**src/rtl/login_pkg.sv**
```systemverilog
// -----------------------------------------------------------------------------
// login_pkg
// Shared definitions for the login reply transmitter: FSM state encoding,
// message byte constants, message lengths and small helper functions.
//
// Configuration macro: LOGIN_REPLY_CRLF_EN
//   When defined, every reply is terminated with CR LF (0x0D 0x0A), so
//   "OK" is 4 bytes and "FAIL" is 6 bytes. When undefined no terminator
//   bytes exist anywhere in the design.
// -----------------------------------------------------------------------------
package login_pkg;

  typedef enum logic [1:0] {
    IDLE      = 2'd0,
    LOAD      = 2'd1,
    WAIT_BYTE = 2'd2,
    FINISH    = 2'd3
  } state_t;

  localparam logic [7:0] CH_O = 8'h4F;
  localparam logic [7:0] CH_K = 8'h4B;
  localparam logic [7:0] CH_F = 8'h46;
  localparam logic [7:0] CH_A = 8'h41;
  localparam logic [7:0] CH_I = 8'h49;
  localparam logic [7:0] CH_L = 8'h4C;

`ifdef LOGIN_REPLY_CRLF_EN
  localparam logic [7:0] CH_CR    = 8'h0D;
  localparam logic [7:0] CH_LF    = 8'h0A;
  localparam logic [2:0] OK_LEN   = 3'd4;
  localparam logic [2:0] FAIL_LEN = 3'd6;
`else
  localparam logic [2:0] OK_LEN   = 3'd2;
  localparam logic [2:0] FAIL_LEN = 3'd4;
`endif

  // Byte idx of the selected reply; out-of-range indices return idle-line 0xFF.
  function automatic logic [7:0] msg_byte(input logic is_fail, input logic [2:0] idx);
    logic [7:0] b;
    b = 8'hFF;
    if (is_fail) begin
      case (idx)
        3'd0:    b = CH_F;
        3'd1:    b = CH_A;
        3'd2:    b = CH_I;
        3'd3:    b = CH_L;
`ifdef LOGIN_REPLY_CRLF_EN
        3'd4:    b = CH_CR;
        3'd5:    b = CH_LF;
`endif
        default: b = 8'hFF;
      endcase
    end else begin
      case (idx)
        3'd0:    b = CH_O;
        3'd1:    b = CH_K;
`ifdef LOGIN_REPLY_CRLF_EN
        3'd2:    b = CH_CR;
        3'd3:    b = CH_LF;
`endif
        default: b = 8'hFF;
      endcase
    end
    return b;
  endfunction

  // Line level for position idx of an 8N1 frame: 0 = start, 1..8 = data LSB first, 9 = stop.
  function automatic logic frame_bit(input logic [7:0] data, input logic [3:0] idx);
    logic [3:0] j;
    j = idx - 4'd1;
    if (idx == 4'd0) begin
      return 1'b0;
    end else if (idx >= 4'd9) begin
      return 1'b1;
    end else begin
      return data[j[2:0]];
    end
  endfunction

endpackage

```
**src/rtl/login_reply_tx_uart_tx_core.sv**
```systemverilog
// -----------------------------------------------------------------------------
// uart_tx_core
// 8N1 UART serialiser. A start request is accepted when idle or on the very
// edge that ends the current stop bit, which lets a caller chain bytes with
// no idle gap.
//
// Ports:
//   clk, rst   clock, asynchronous active-high reset
//   start      request to send data (sampled on the rising edge)
//   data[7:0]  byte to send, captured with start
//   tx         serial line (idles high), registered
//   busy       frame in progress, registered
//   done       one-cycle pulse in the second-to-last cycle of the stop bit,
//              early enough for a registered caller to chain the next byte
// Parameter:
//   CLKS_PER_BIT  clock cycles per bit (minimum 2)
// -----------------------------------------------------------------------------
module uart_tx_core
  import login_pkg::*;
#(
  parameter int CLKS_PER_BIT = 10
) (
  input  logic       clk,
  input  logic       rst,
  input  logic       start,
  input  logic [7:0] data,
  output logic       tx,
  output logic       busy,
  output logic       done
);

  localparam int CW = (CLKS_PER_BIT > 1) ? $clog2(CLKS_PER_BIT) : 1;
  localparam logic [CW-1:0] CNT_LAST = CW'(CLKS_PER_BIT - 1);
  localparam logic [CW-1:0] CNT_NEAR = CW'(CLKS_PER_BIT - 2);

  logic [CW-1:0] cnt;
  logic [CW-1:0] cnt_n;
  logic [3:0]    bit_idx;
  logic [3:0]    bit_n;
  logic [7:0]    shadow;
  logic [7:0]    shadow_n;
  logic          active_n;
  logic          bit_end;
  logic          frame_end;
  logic          load;

  // Next-state of the frame position; tx and done are derived from it so both stay registered.
  always_comb begin
    bit_end   = (cnt == CNT_LAST);
    frame_end = busy && bit_end && (bit_idx == 4'd9);
    load      = start && (!busy || frame_end);
    cnt_n     = cnt;
    bit_n     = bit_idx;
    shadow_n  = shadow;
    active_n  = busy;
    if (load) begin
      active_n = 1'b1;
      cnt_n    = '0;
      bit_n    = 4'd0;
      shadow_n = data;
    end else if (busy) begin
      if (bit_end) begin
        cnt_n = '0;
        if (bit_idx == 4'd9) begin
          active_n = 1'b0;
          bit_n    = 4'd0;
        end else begin
          bit_n = bit_idx + 4'd1;
        end
      end else begin
        cnt_n = cnt + CW'(1);
      end
    end else begin
      cnt_n = '0;
      bit_n = 4'd0;
    end
  end

  // Frame state and registered line outputs.
  always_ff @(posedge clk or posedge rst) begin
    if (rst) begin
      tx      <= 1'b1;
      busy    <= 1'b0;
      done    <= 1'b0;
      cnt     <= '0;
      bit_idx <= 4'd0;
      shadow  <= 8'h00;
    end else begin
      busy    <= active_n;
      cnt     <= cnt_n;
      bit_idx <= bit_n;
      shadow  <= shadow_n;
      tx      <= active_n ? frame_bit(shadow_n, bit_n) : 1'b1;
      done    <= active_n && (bit_n == 4'd9) && (cnt_n == CNT_NEAR);
    end
  end

endmodule

```
**src/rtl/login_reply_tx.sv**
```systemverilog
// -----------------------------------------------------------------------------
// login_reply_tx
// Sends "OK" on a rising edge of login_success and "FAIL" on a rising edge of
// login_fail (fail wins if both rise together) over an 8N1 UART line.
// Events arriving while a reply is in progress are dropped, not queued.
//
// Ports:
//   clk            system clock, rising edge
//   rst            asynchronous active-high reset
//   login_success  level, rising edge requests "OK"
//   login_fail     level, rising edge requests "FAIL"
//   tx             UART line, idles high
//   busy           high while a reply is in progress
//   done           one-cycle pulse when the last stop bit completes
// Parameter:
//   CLKS_PER_BIT   clock cycles per UART bit (minimum 2)
// Configuration macro: LOGIN_REPLY_CRLF_EN appends CR LF to each reply.
// -----------------------------------------------------------------------------
module login_reply_tx
  import login_pkg::*;
#(
  parameter int CLKS_PER_BIT = 10
) (
  input  logic clk,
  input  logic rst,
  input  logic login_success,
  input  logic login_fail,
  output logic tx,
  output logic busy,
  output logic done
);

  state_t     state;
  logic [2:0] idx;
  logic       is_fail;
  logic       prev_s;
  logic       prev_f;
  logic       armed;
  logic       evt_s;
  logic       evt_f;
  logic       start;
  logic [7:0] data;
  logic [2:0] msg_len;
  logic       core_busy;
  logic       core_done;

  assign start   = (state == LOAD);
  assign data    = msg_byte(is_fail, idx);
  assign msg_len = is_fail ? FAIL_LEN : OK_LEN;

  uart_tx_core #(
    .CLKS_PER_BIT(CLKS_PER_BIT)
  ) u_core (
    .clk  (clk),
    .rst  (rst),
    .start(start),
    .data (data),
    .tx   (tx),
    .busy (core_busy),
    .done (core_done)
  );

  // Edge detection plus reply sequencing FSM with registered busy/done.
  always_ff @(posedge clk or posedge rst) begin
    if (rst) begin
      state   <= IDLE;
      idx     <= 3'd0;
      is_fail <= 1'b0;
      busy    <= 1'b0;
      done    <= 1'b0;
      prev_s  <= 1'b0;
      prev_f  <= 1'b0;
      armed   <= 1'b0;
      evt_s   <= 1'b0;
      evt_f   <= 1'b0;
    end else begin
      prev_s <= login_success;
      prev_f <= login_fail;
      // armed stays low for the first edge after reset so a level already
      // high at release is not mistaken for a rising edge.
      armed  <= 1'b1;
      // Edges are only captured while idle; anything else is dropped.
      evt_s  <= armed && (state == IDLE) && login_success && !prev_s;
      evt_f  <= armed && (state == IDLE) && login_fail && !prev_f;
      done   <= 1'b0;
      case (state)
        IDLE: begin
          idx <= 3'd0;
          if ((evt_s || evt_f) && !core_busy) begin
            is_fail <= evt_f;
            state   <= LOAD;
          end else begin
            state <= IDLE;
          end
        end
        LOAD: begin
          busy  <= 1'b1;
          state <= WAIT_BYTE;
        end
        WAIT_BYTE: begin
          // core_done arrives two cycles before the stop bit ends, so LOAD
          // presents the next byte exactly on the frame boundary.
          if (core_done) begin
            idx <= idx + 3'd1;
            if ((idx + 3'd1) == msg_len) begin
              state <= FINISH;
            end else begin
              state <= LOAD;
            end
          end else begin
            state <= WAIT_BYTE;
          end
        end
        FINISH: begin
          done  <= 1'b1;
          busy  <= 1'b0;
          state <= IDLE;
        end
        default: begin
          state <= IDLE;
        end
      endcase
    end
  end

endmodule
```
**config.mk**
```make
export PLATFORM = sky130hd
export DESIGN_NAME = login_reply_tx
export DESIGN_NICKNAME = d
export VERILOG_FILES = /design/src/rtl/login_pkg.sv /design/src/rtl/login_reply_tx_uart_tx_core.sv /design/src/rtl/login_reply_tx.sv
export SDC_FILE = /design/constraint.sdc
export NUM_CORES = 1
export LEC_CHECK = 0
export BUFFER_PORTS_ARGS = -buffer_cell sky130_fd_sc_hd__buf_2
export CELL_PAD_IN_SITES_DETAIL_PLACEMENT = 1
export CELL_PAD_IN_SITES_GLOBAL_PLACEMENT = 1
export CORE_ASPECT_RATIO = 2
export CORE_MARGIN = 2
export CORE_UTILIZATION = 52
export DETAILED_ROUTE_END_ITERATION = 10
export GPL_TIMING_DRIVEN = 0
export PLACE_DENSITY_LB_ADDON = 0.1
export SLEW_MARGIN = 25
export SYNTH_ARGS = -nofsm -noshare
export SYNTH_HDL_FRONTEND = slang
export SYNTH_SLANG_ARGS = --single-unit
```
**constraint.sdc**
```tcl
create_clock -name clk -period 7.5 [get_ports clk]
set_clock_uncertainty 0.2 [all_clocks]
set_input_delay 0.75 -clock clk [delete_from_list [all_inputs] [get_ports clk]]
set_output_delay 0.75 -clock clk [all_outputs]
set_load 0.005 [all_outputs]
```
==> qor.yml, run 1 <==
start_util: 0.548
swShare: 0.309
critPathKind: "reg2reg"
multi_input_area_um2: 885
drive_above_1_share: 0.165
power_density_nw_per_um2: 261
cp_slowest_stage_delay_ns: 0.56
io_pins: 7
hold_class: "reg2reg"
diodes: 0
path_clk_slew_ns: 0.07
hold_viol_final: 0
dp_hpwl_um: 2970
dp_slack_ns: 4.61
grt_pass1_wl_um: 6660
fin_crit_ns: 2.90
whs_ns: 0.216
syn_area_per_cell_um2: 10.4
drt_iter0_markers: 8
synthCells: 168
fp-row-count: 29
fin_crit_sh: 0.387
fin_util: 0.603
cts_resized: 0
fin_ws_ns: 4.60
ir_worst_vdd_uv: 176
grt_pass1_vias: 1434
min_path_cells: 1
postCtsSetupRepairBufs: 0
status: "complete, no violations"
synth_ff_type: "dfrtp_1"
slew_viol_final: 0
synth_area_leaders: "dfrtp_1 (44%), ha_1 (7.1%), o21ai_0 (2.9%)"
cp_num_cells: 12
viasPerCell: 5.99
combPwrFrac: 0.244
cts_tree: "done"
drc: 0
crit_family: "compound AO/OA/AOI/OAI gates"
cp.required_ns: 7.52
port-buffer-count: 6
coreArea_um2: 3190
cts_hold_buf: 0
final_antenna_net_count: 0
cp_slowest_cell: "xnor2_1"
crit_fanout: 7
die_y_um: 86.1
antenna_found_initial: 0
syn_area_um2: 1750
async_flop_share: 1.00
ys_ff_latch: 32
fmax_mhz: 344
seq_area_um2: 802
rsz0062_at_grt: "no"
ys_seq_area_frac: 0.458
ys_warn_count: 0
endpoint: "u_core.tx"
syn_to_final_growth_pct: 10.1
pwr-share-seq: 0.432
worstPathCellList: "inv_1, ha_1, nand3b_1, xnor2_1, nand2_2, ha_1, inv_1, o21ai_0, a21oi_1, a221o_2, a311oi_2, a211oi_2"
clockBufferDepth: 2
netSwitchingPower_w: 0.000155
slew_headroom: 0.557
drv_cap: 0
internal_power_w: 0.000348
synth-edff-count: 0
syn-num-nets: 182
finalSetupViolCount: 0
startpoint: "u_core.cnt[1]"
worst_setup_path_end_kind: "flop"
die_area_um2: 3870
fin_setup_tns_ns: 0
overflow: 0
routabilityCongestion: 0.795
fp.dieW_um: 45.0
leakagePower_nw: 0.919
tightestPinTransition_ns: 0.660
wl_per_cell_um: 18.3
num_vias: 1276
synth_top_area_cell: "dfrtp_1"
reg2reg_depth: 12
cts-htree-levels: 2
gr-usage-all-layers: 0.243
netlist-cell-type-count: 52
firstDrtPassIters: 4
rr_startpoint: "u_core.cnt[1]"
num-fill-cells: 359
crit_arrival_ns: 2.92
clockPowerShare: 0.324
reg2reg_to: "u_core.tx"
cts.sinks: 32
r2r_slack_ns: 4.60
cp-start-kind: "flop"
clockRootBuffer: "clkbuf_8"
synth.top_cell.area_share: 0.443
crit_buf_inv: 2
wl_um: 3900
clock_latency_ns: 0.29
grt_start_max_net_pins: 33
cts-buffers-inserted: 5
finalNetCount: 195
per-stage QoR:
stage	area, um^2	total power [W]	std cells
after global routing	1930	0.000533	213
after floorplan	1750	0.000310	168
final	1930	0.000503	213
after global placement	1820	0.000337	205
after CTS	1930	0.000510	213
after detailed placement	1820	0.000344	205
cells in the final DEF, fill, tap and decap left out, types with 2 or more instances in the layout:
cell      instances
nand2_1          12
a21o_1            3
inv_1            12
nand3_1           4
nor2_1           11
nor3_1            2
nor2b_1           5
a211oi_2          2
o21ai_0          10
clkbuf_1          5
o22ai_1           2
a22o_1            4
buf_2             6
dfrtp_1          31
nor3b_1           3
nand3b_1          2
nand2b_1          6
xnor2_1           4
ha_1             10
clkbuf_8          5
a21oi_1           7
synthesized netlist by cell type (2+ instances only):
library cell  number
dfrtp_1           31
inv_1             13
nand2_1           12
nor2_1            11
ha_1              10
o21ai_0           10
a21oi_1            7
nand2b_1           6
nor2b_1            5
a22o_1             4
clkbuf_1           4
nand3_1            4
xnor2_1            4
a21o_1             3
nor3b_1            3
a211oi_2           2
nand3b_1           2
nor3_1             2
o22ai_1            2
worst min path at each step:
stage | startpoint | to
after floorplan | prev_f | evt_f
after global placement | prev_s | evt_s
after detailed placement | prev_f | evt_f
after CTS | prev_f | evt_f
after global routing | prev_f | evt_f
final | prev_s | evt_s
cell families (layout without fill, tap and decap cells):
family                   count (synthesis)  after routing  share of synthesized area
buffers and inverters                   17             31                     0.0365
flip-flops                              32             32                      0.458
AND/OR/NAND/NOR                         58             58                      0.195
adder cells (fa/ha/maj)                 10             10                     0.0715
XOR/XNOR                                 5              5                     0.0250
other                                    1              1                    0.00214
AO/OA/AOI/OAI                           44             44                      0.206
multiplexers                             1              1                    0.00572
power by group through the flow:
stage	logic, W	registers (W)	clock network (W)
6_report	0.000123	0.000217	0.000163
5_1_grt	0.000139	0.000221	0.000173
4_1_cts	0.000125	0.000217	0.000168
3_5_place_dp	0.000124	0.000221	0
3_3_place_gp	0.000119	0.000219	0
2_1_floorplan	0.0000945	0.000216	0
registers in the layout, summed over array words and instances, names as in the netlist:
signal	flops
done	1
u_core.done	1
prev_s	1
u_core.tx	1
state	2
u_core.bit_idx	4
busy	1
is_fail	1
armed	1
u_core.cnt	4
idx	3
evt_s	1
u_core.shadow	8
prev_f	1
u_core.busy	1
evt_f	1
worst register-to-register path, delay by kind of cell, from the launching register on:
family	cells	cell delay, ns
buffers and inverters	2	0.16
flip-flops	1	0.40
AO/OA/AOI/OAI	5	0.72
XOR/XNOR	1	0.56
adder cells (fa/ha/maj)	2	0.47
AND/OR/NAND/NOR	2	0.32
area by class of cell:
type                       instances  share of cell area
buffer                             4             0.00779
inverter                          13              0.0253
multi-input combinational        119               0.459
timing repair buffer               6              0.0156
sequential                        32               0.416
tap                               31              0.0201
clock buffer                       6              0.0377
clock inverter                     2              0.0182
metal layers:
metal | global-route usage | vias up | wire length [um] | share of wire
met2 | 0.466 | 9 | 2450 | 0.63
met4 | 0.118 | 0 | 111 | 0.028
li1 | - | 619 | - | -
met3 | 0.0463 | 8 | 62 | 0.016
met5 | 0 | - | 0 | 0
met1 | 0.220 | 640 | 1270 | 0.33
No activity file was read; power rests on OpenSTA's default activity.
==> run 2, diff against run 1 <==
CORE_UTILIZATION = 48   (was 52)
clock period = 2.8 ns   (was 7.5 ns; I/O delays follow)
==> run 2 against run 1 <==
  * Maximum frequency grew 7.1%
  * First-iteration DRC count rose by 100%
  * Final cell count is 14% higher
  * Sequential power rose to 2.7 times the previous value
  * Clock-buffer cell count decreased by 1
  * Die area increased by 7.8%
  * Largest power group unchanged
  * Wire length rose by 9.6%
  * Sequential share of layout area fell by 2.9 points
  * Total power increased to 2.7 times the previous value
  * Final area increased by 7.7%
  * Register-to-register slack worse by 4.5 ns
  * Worst hold slack improved by 0.0020 ns
  * Largest cell class unchanged
==> qor.yml, run 2 (same netlist as run 1, synthesis figures left out) <==
multi_input_area_um2: 931
reg2reg_to: "u_core.tx"
routabilityCongestion: 0.885
cp_slowest_cell: "dfrtp_1"
tightestPinTransition_ns: 0.668
cp-start-kind: "flop"
diodes: 0
drc: 0
clock_latency_ns: 0.30
fp-row-count: 31
crit_fanout: 5
drv_cap: 0
cp_common_cell: "inv_1"
num_vias: 1338
final_antenna_net_count: 0
ir_worst_vdd_uv: 449
clockBufferDepth: 2
fp.dieW_um: 46.7
layout_common_cells: "dfrtp_1 (30), inv_1 (12), nand2_1 (12)"
cp.required_ns: 2.82
num-fill-cells: 409
fin_crit_ns: 2.71
dp_hpwl_um: 3160
viasPerCell: 5.51
total_power_w: 0.00136
slew_viol_final: 0
cp_slowest_stage_delay_ns: 0.39
start_util: 0.491
cts.sinks: 32
io_pins: 7
top_register: "u_core.shadow"
startpoint: "u_core.cnt[1]"
top_regs: "u_core.shadow: 8 flops, u_core.bit_idx: 4 flops, u_core.cnt: 4 flops"
port-buffer-count: 6
grt_pass1_vias: 1497
finalSetupViolCount: 0
worst_setup_path_end_kind: "flop"
grt_start_max_net_pins: 33
die_y_um: 89.4
power_density_nw_per_um2: 656
finalNetCount: 207
drive_above_1_share: 0.232
postLayoutCellArea_um2: 2080
die_area_um2: 4170
wl_um: 4270
r2r_slack_ns: 0.09
worstPathCellList: "inv_1, ha_4, nand3b_1, xnor2_4, nand2_2, inv_1, ha_1, o21ai_1, a21oi_1, a221o_2, a311oi_2, a211oi_2"
cts-buffers-inserted: 5
crit_arrival_ns: 2.73
clockRootBuffer: "clkbuf_8"
path_clk_slew_ns: 0.07
gr-usage-all-layers: 0.240
drt_iter0_markers: 16
hold_class: "reg2reg"
slew_headroom: 0.554
min_path_cells: 1
overflow: 0
layout_commonest_cell: "dfrtp_1"
fin_util: 0.582
seq_area_um2: 803
hold_viol_final: 0
fin_crit_sh: 0.968
firstDrtPassIters: 4
leakagePower_nw: 0.973
fin_ws_ns: 0.0889
cts_tree: "done"
fmax_mhz: 369
cts-htree-levels: 2
largest_register_ff_count: 8
reg2reg_depth: 12
syn_to_final_growth_pct: 18.6
grt_pass1_wl_um: 6930
antenna_found_initial: 0
critPathKind: "reg2reg"
min_to: "evt_s"
status: "complete, no violations"
rr_startpoint: "u_core.cnt[1]"
min-delay-start: "prev_s"
whs_ns: 0.218
dp_slack_ns: -0.178
coreArea_um2: 3570
wl_per_cell_um: 17.6
dpl_cell_area_um2: 1840
## run 2: changes by cell type in the layout (fill, tap and decap cells not counted), sizes merged
cell | previous run | this run
clkbuf | 10 | 9
clkinv | 1 | 3
bufinv | 1 | 0
dlygate4sd3 | 0 | 3
buf | 6 | 15
## run 2: final cells by class
class,count,area share
inverters,13,0.0235
well taps,49,0.0295
multi-input cells,119,0.448
plain buffers,4,0.00784
clock buffers,5,0.0332
clock inverters,3,0.00904
repair buffers,18,0.0615
flip-flops and latches,32,0.387
## run 2: timing repair
item | CTS | global route
resized for setup | 4 | 6
pin swaps | 0 | 3
buffers inserted | 2 | 7
cloned | 0 | 0
setup endpoints to repair | 1 | 1
hold buffers | 3 | 0
hold endpoints to repair | 33 | 0
## run 2: how the worst max path moves through the flow
| stage | to | depth (start not counted) |
|---|---|---|
| global route | u_core.tx | 13 |
| CTS | u_core.tx | 13 |
| detailed placement | u_core.tx | 12 |
| finish | u_core.tx | 12 |
| floorplan | u_core.tx | 12 |
| global placement | u_core.tx | 12 |
## run 2: through the flow
step | instances | TNS, ns
after floorplan | 168 | 0
after global placement | 223 | -0.0498
after detailed placement | 223 | -0.178
after CTS | 236 | 0
after global routing | 243 | -0.0381
final | 243 | 0
## run 2: report_power, final
part / switching [W] / total [W] / internal, W
combinational: 0.000216 / 0.000410 / 0.000194
clock: 0.000187 / 0.000360 / 0.000173
sequential: 0.0000657 / 0.000591 / 0.000526
total: 0.000469 / 0.00136 / 0.000893
## run 2: critical path, delay by kind of cell (launching register included)
family | cells | cell delay (ns)
simple gates | 2 | 0.32
flops | 1 | 0.39
buf+inv | 2 | 0.16
xor+xnor | 1 | 0.22
fa+ha+maj | 2 | 0.37
compound gates | 5 | 0.96
## run 2: layer usage
layer | share of wire | global-route usage
met1 | 0.34 | 0.224
met3 | 0.017 | 0.0525
met4 | 0.032 | 0.124
met2 | 0.62 | 0.452
met5 | 0 | 0
==> run 3, diff against run 2 <==
ABC_AREA = 1   (was default)
CORE_UTILIZATION = 46   (was 48)
SLEW_MARGIN = 20   (was 25)
==> run 3 against run 2 <==
  * Die area increased by 0.37%
  * Clock power down 7.2%
  * Total power decreased by 11%
  * Synthesized cell count grew 15%
  * Synthesized area decreased by 3.8%
  * Worst hold slack gained 0.0092 ns
  * Critical path type unchanged
  * Largest cell class is now registers
  * Largest power group unchanged
==> qor.yml, run 3 <==
status: "complete, no violations"
overflow: 0
gr-usage-all-layers: 0.200
layout_common_cells: "nand2_1 (48), dfrtp_1 (31), inv_1 (23)"
synth.top_cell.area_share: 0.461
die_area_um2: 4190
coreArea_um2: 3570
synth-edff-count: 0
cp.required_ns: 2.81
fp.dieW_um: 46.8
hold_viol_final: 0
top_regs: "u_core.shadow: 8 flops, u_core.bit_idx: 4 flops, u_core.cnt: 4 flops"
clockRootBuffer: "clkbuf_8"
rsz0062_at_grt: "no"
power_density_nw_per_um2: 641
grt_start_max_net_pins: 33
fin_crit_sh: 0.857
die_y_um: 89.6
synth_top_area_cell: "dfrtp_1"
slew_viol_final: 0
drive_above_1_share: 0.166
syn_area_per_cell_um2: 8.68
finalSetupViolCount: 0
dpl_cell_area_um2: 1780
synth_most_common_cell: "nand2_1"
io_pins: 7
cts_resized: 0
wl_per_cell_um: 13.6
leakagePower_nw: 0.997
viasPerCell: 4.93
slew_headroom: 0.550
syn_area_um2: 1680
grt_pass1_wl_um: 5930
cp_slowest_cell: "dfrtp_1"
fp-row-count: 31
routabilityCongestion: 0.836
async_flop_share: 1.00
netlist-cell-type-count: 30
ys_warn_count: 0
cts_tree: "done"
cts.sinks: 32
diodes: 0
dp_hpwl_um: 2790
crit_fanout: 4
synthCells: 194
largest_register_ff_count: 8
syn_to_final_growth_pct: 12.0
num_vias: 1281
fmax_mhz: 417
synth_common_cells: "nand2_1 (48), dfrtp_1 (31), inv_1 (24)"
grt_pass1_vias: 1338
cts-buffers-inserted: 5
num-fill-cells: 457
postLayoutCellArea_um2: 1890
ir_worst_vdd_uv: 487
hold_class: "reg2reg"
drv_cap: 0
whs_ns: 0.227
crit_arrival_ns: 2.41
critPathKind: "reg2reg"
ys_seq_area_frac: 0.476
drt_iter0_markers: 9
total_power_w: 0.00121
cts-htree-levels: 2
cp_slowest_stage_delay_ns: 0.40
clockBufferDepth: 2
path_clk_slew_ns: 0.06
top_register: "u_core.shadow"
worst_setup_path_end_kind: "flop"
clock_latency_ns: 0.28
finalNetCount: 224
cp-start-kind: "flop"
synth_area_leaders: "dfrtp_1 (46%), nand2_1 (11%), ha_1 (7.4%)"
ys_ff_latch: 32
synth_ff_type: "dfrtp_1"
antenna_found_initial: 0
drc: 0
port-buffer-count: 6
final_antenna_net_count: 0
fin_crit_ns: 2.40
firstDrtPassIters: 4
wl_um: 3530
worstPathCellList: "inv_1, ha_1, nand2_2, nor2_4, nand2_1, o21ai_0, nand2_1, ha_1, inv_1, nand3_1, nand3_1, nand3_1, nand3_1, nand2_1, nand2_1"
syn-num-nets: 208
tightestPinTransition_ns: 0.674
fin_setup_tns_ns: 0
start_util: 0.472
layout_commonest_cell: "nand2_1"
-- run 3: cell count changes after synthesis, sizes merged, moves of 4 or more --
cell,delta
nand2,+41
inv,+18
nand3,+16
nand2b,-6
nor2b,-5
a21o,-4
a21oi,-4
a22o,-4
clkbuf,-4
nor2,+4
o21ai,-4
-- run 3: final cells by class --
cell class                      count  area [um^2]  area share
Clock inverter                      1         5.00     0.00265
Multi-Input combinational cell    131          766       0.406
Sequential cell                    32          802       0.425
Inverter                           31          116      0.0617
Timing Repair Buffer                9         60.1      0.0318
Clock buffer                        7         76.3      0.0405
Tap cell                           49         61.3      0.0325
-- run 3: logic make-up (layout without fill, tap and decap cells) --
family,Yosys count,count (layout),share of synthesized area
buffers and inverters,31,48,0.0691
other,1,1,0.00223
and+or+nand+nor,98,98,0.293
AOI/OAI and AO/OA,17,17,0.0594
adders and majority gates,10,10,0.0743
xor gates and xnor gates,5,5,0.0260
DFF,32,32,0.476
-- run 3: final timing paths --
kind	cells past startpoint	slack [ns]	endpoint	startpoint
min in group asynchronous	3	0.46	u_core.cnt[2]	rst
max reg2reg	15	0.40	u_core.tx	u_core.cnt[1]
max in group asynchronous	3	1.50	idx[1]	rst
min reg2reg	1	0.23	evt_f	prev_f
max	15	0.40	u_core.tx	u_core.cnt[1]
min	1	0.23	evt_f	prev_f
-- run 3: timing repair --
item                                   in CTS  in global routing
buffers inserted                            0                  0
hold buffers                                3                  0
endpoints found under the hold margin      33                  0
-- run 3: layer usage --
metal | up-vias | routed length [um] | share of wire | global-route usage
met2 | 10 | 2130 | 0.61 | 0.369
met3 | 8 | 46 | 0.013 | 0.0360
met4 | 0 | 83 | 0.024 | 0.0909
met5 | - | 0 | 0 | 0
li1 | 635 | - | - | -
met1 | 628 | 1260 | 0.36 | 0.205
-- run 3: critical path: cells and delay by family, from the launching register on --
kind,cells,cell delay [ns]
compound gates,1,0.14
fa+ha+maj,2,0.58
buf+inv,2,0.16
flops,1,0.40
simple gates,10,0.86
-- run 3: per-stage QoR --
step,setup slack (ns),std cells,utilization
floorplan,0.686,194,-
global placement,0.439,249,0.498
detailed placement,0.378,249,0.498
CTS,0.364,260,0.529
global route,0.218,260,0.529
finish,0.399,260,0.529
-- run 3: power by group --
part           total (W)  switching (W)  internal, W
Combinational   0.000291       0.000178     0.000113
Clock           0.000334       0.000160     0.000174
Sequential      0.000585      0.0000636     0.000521
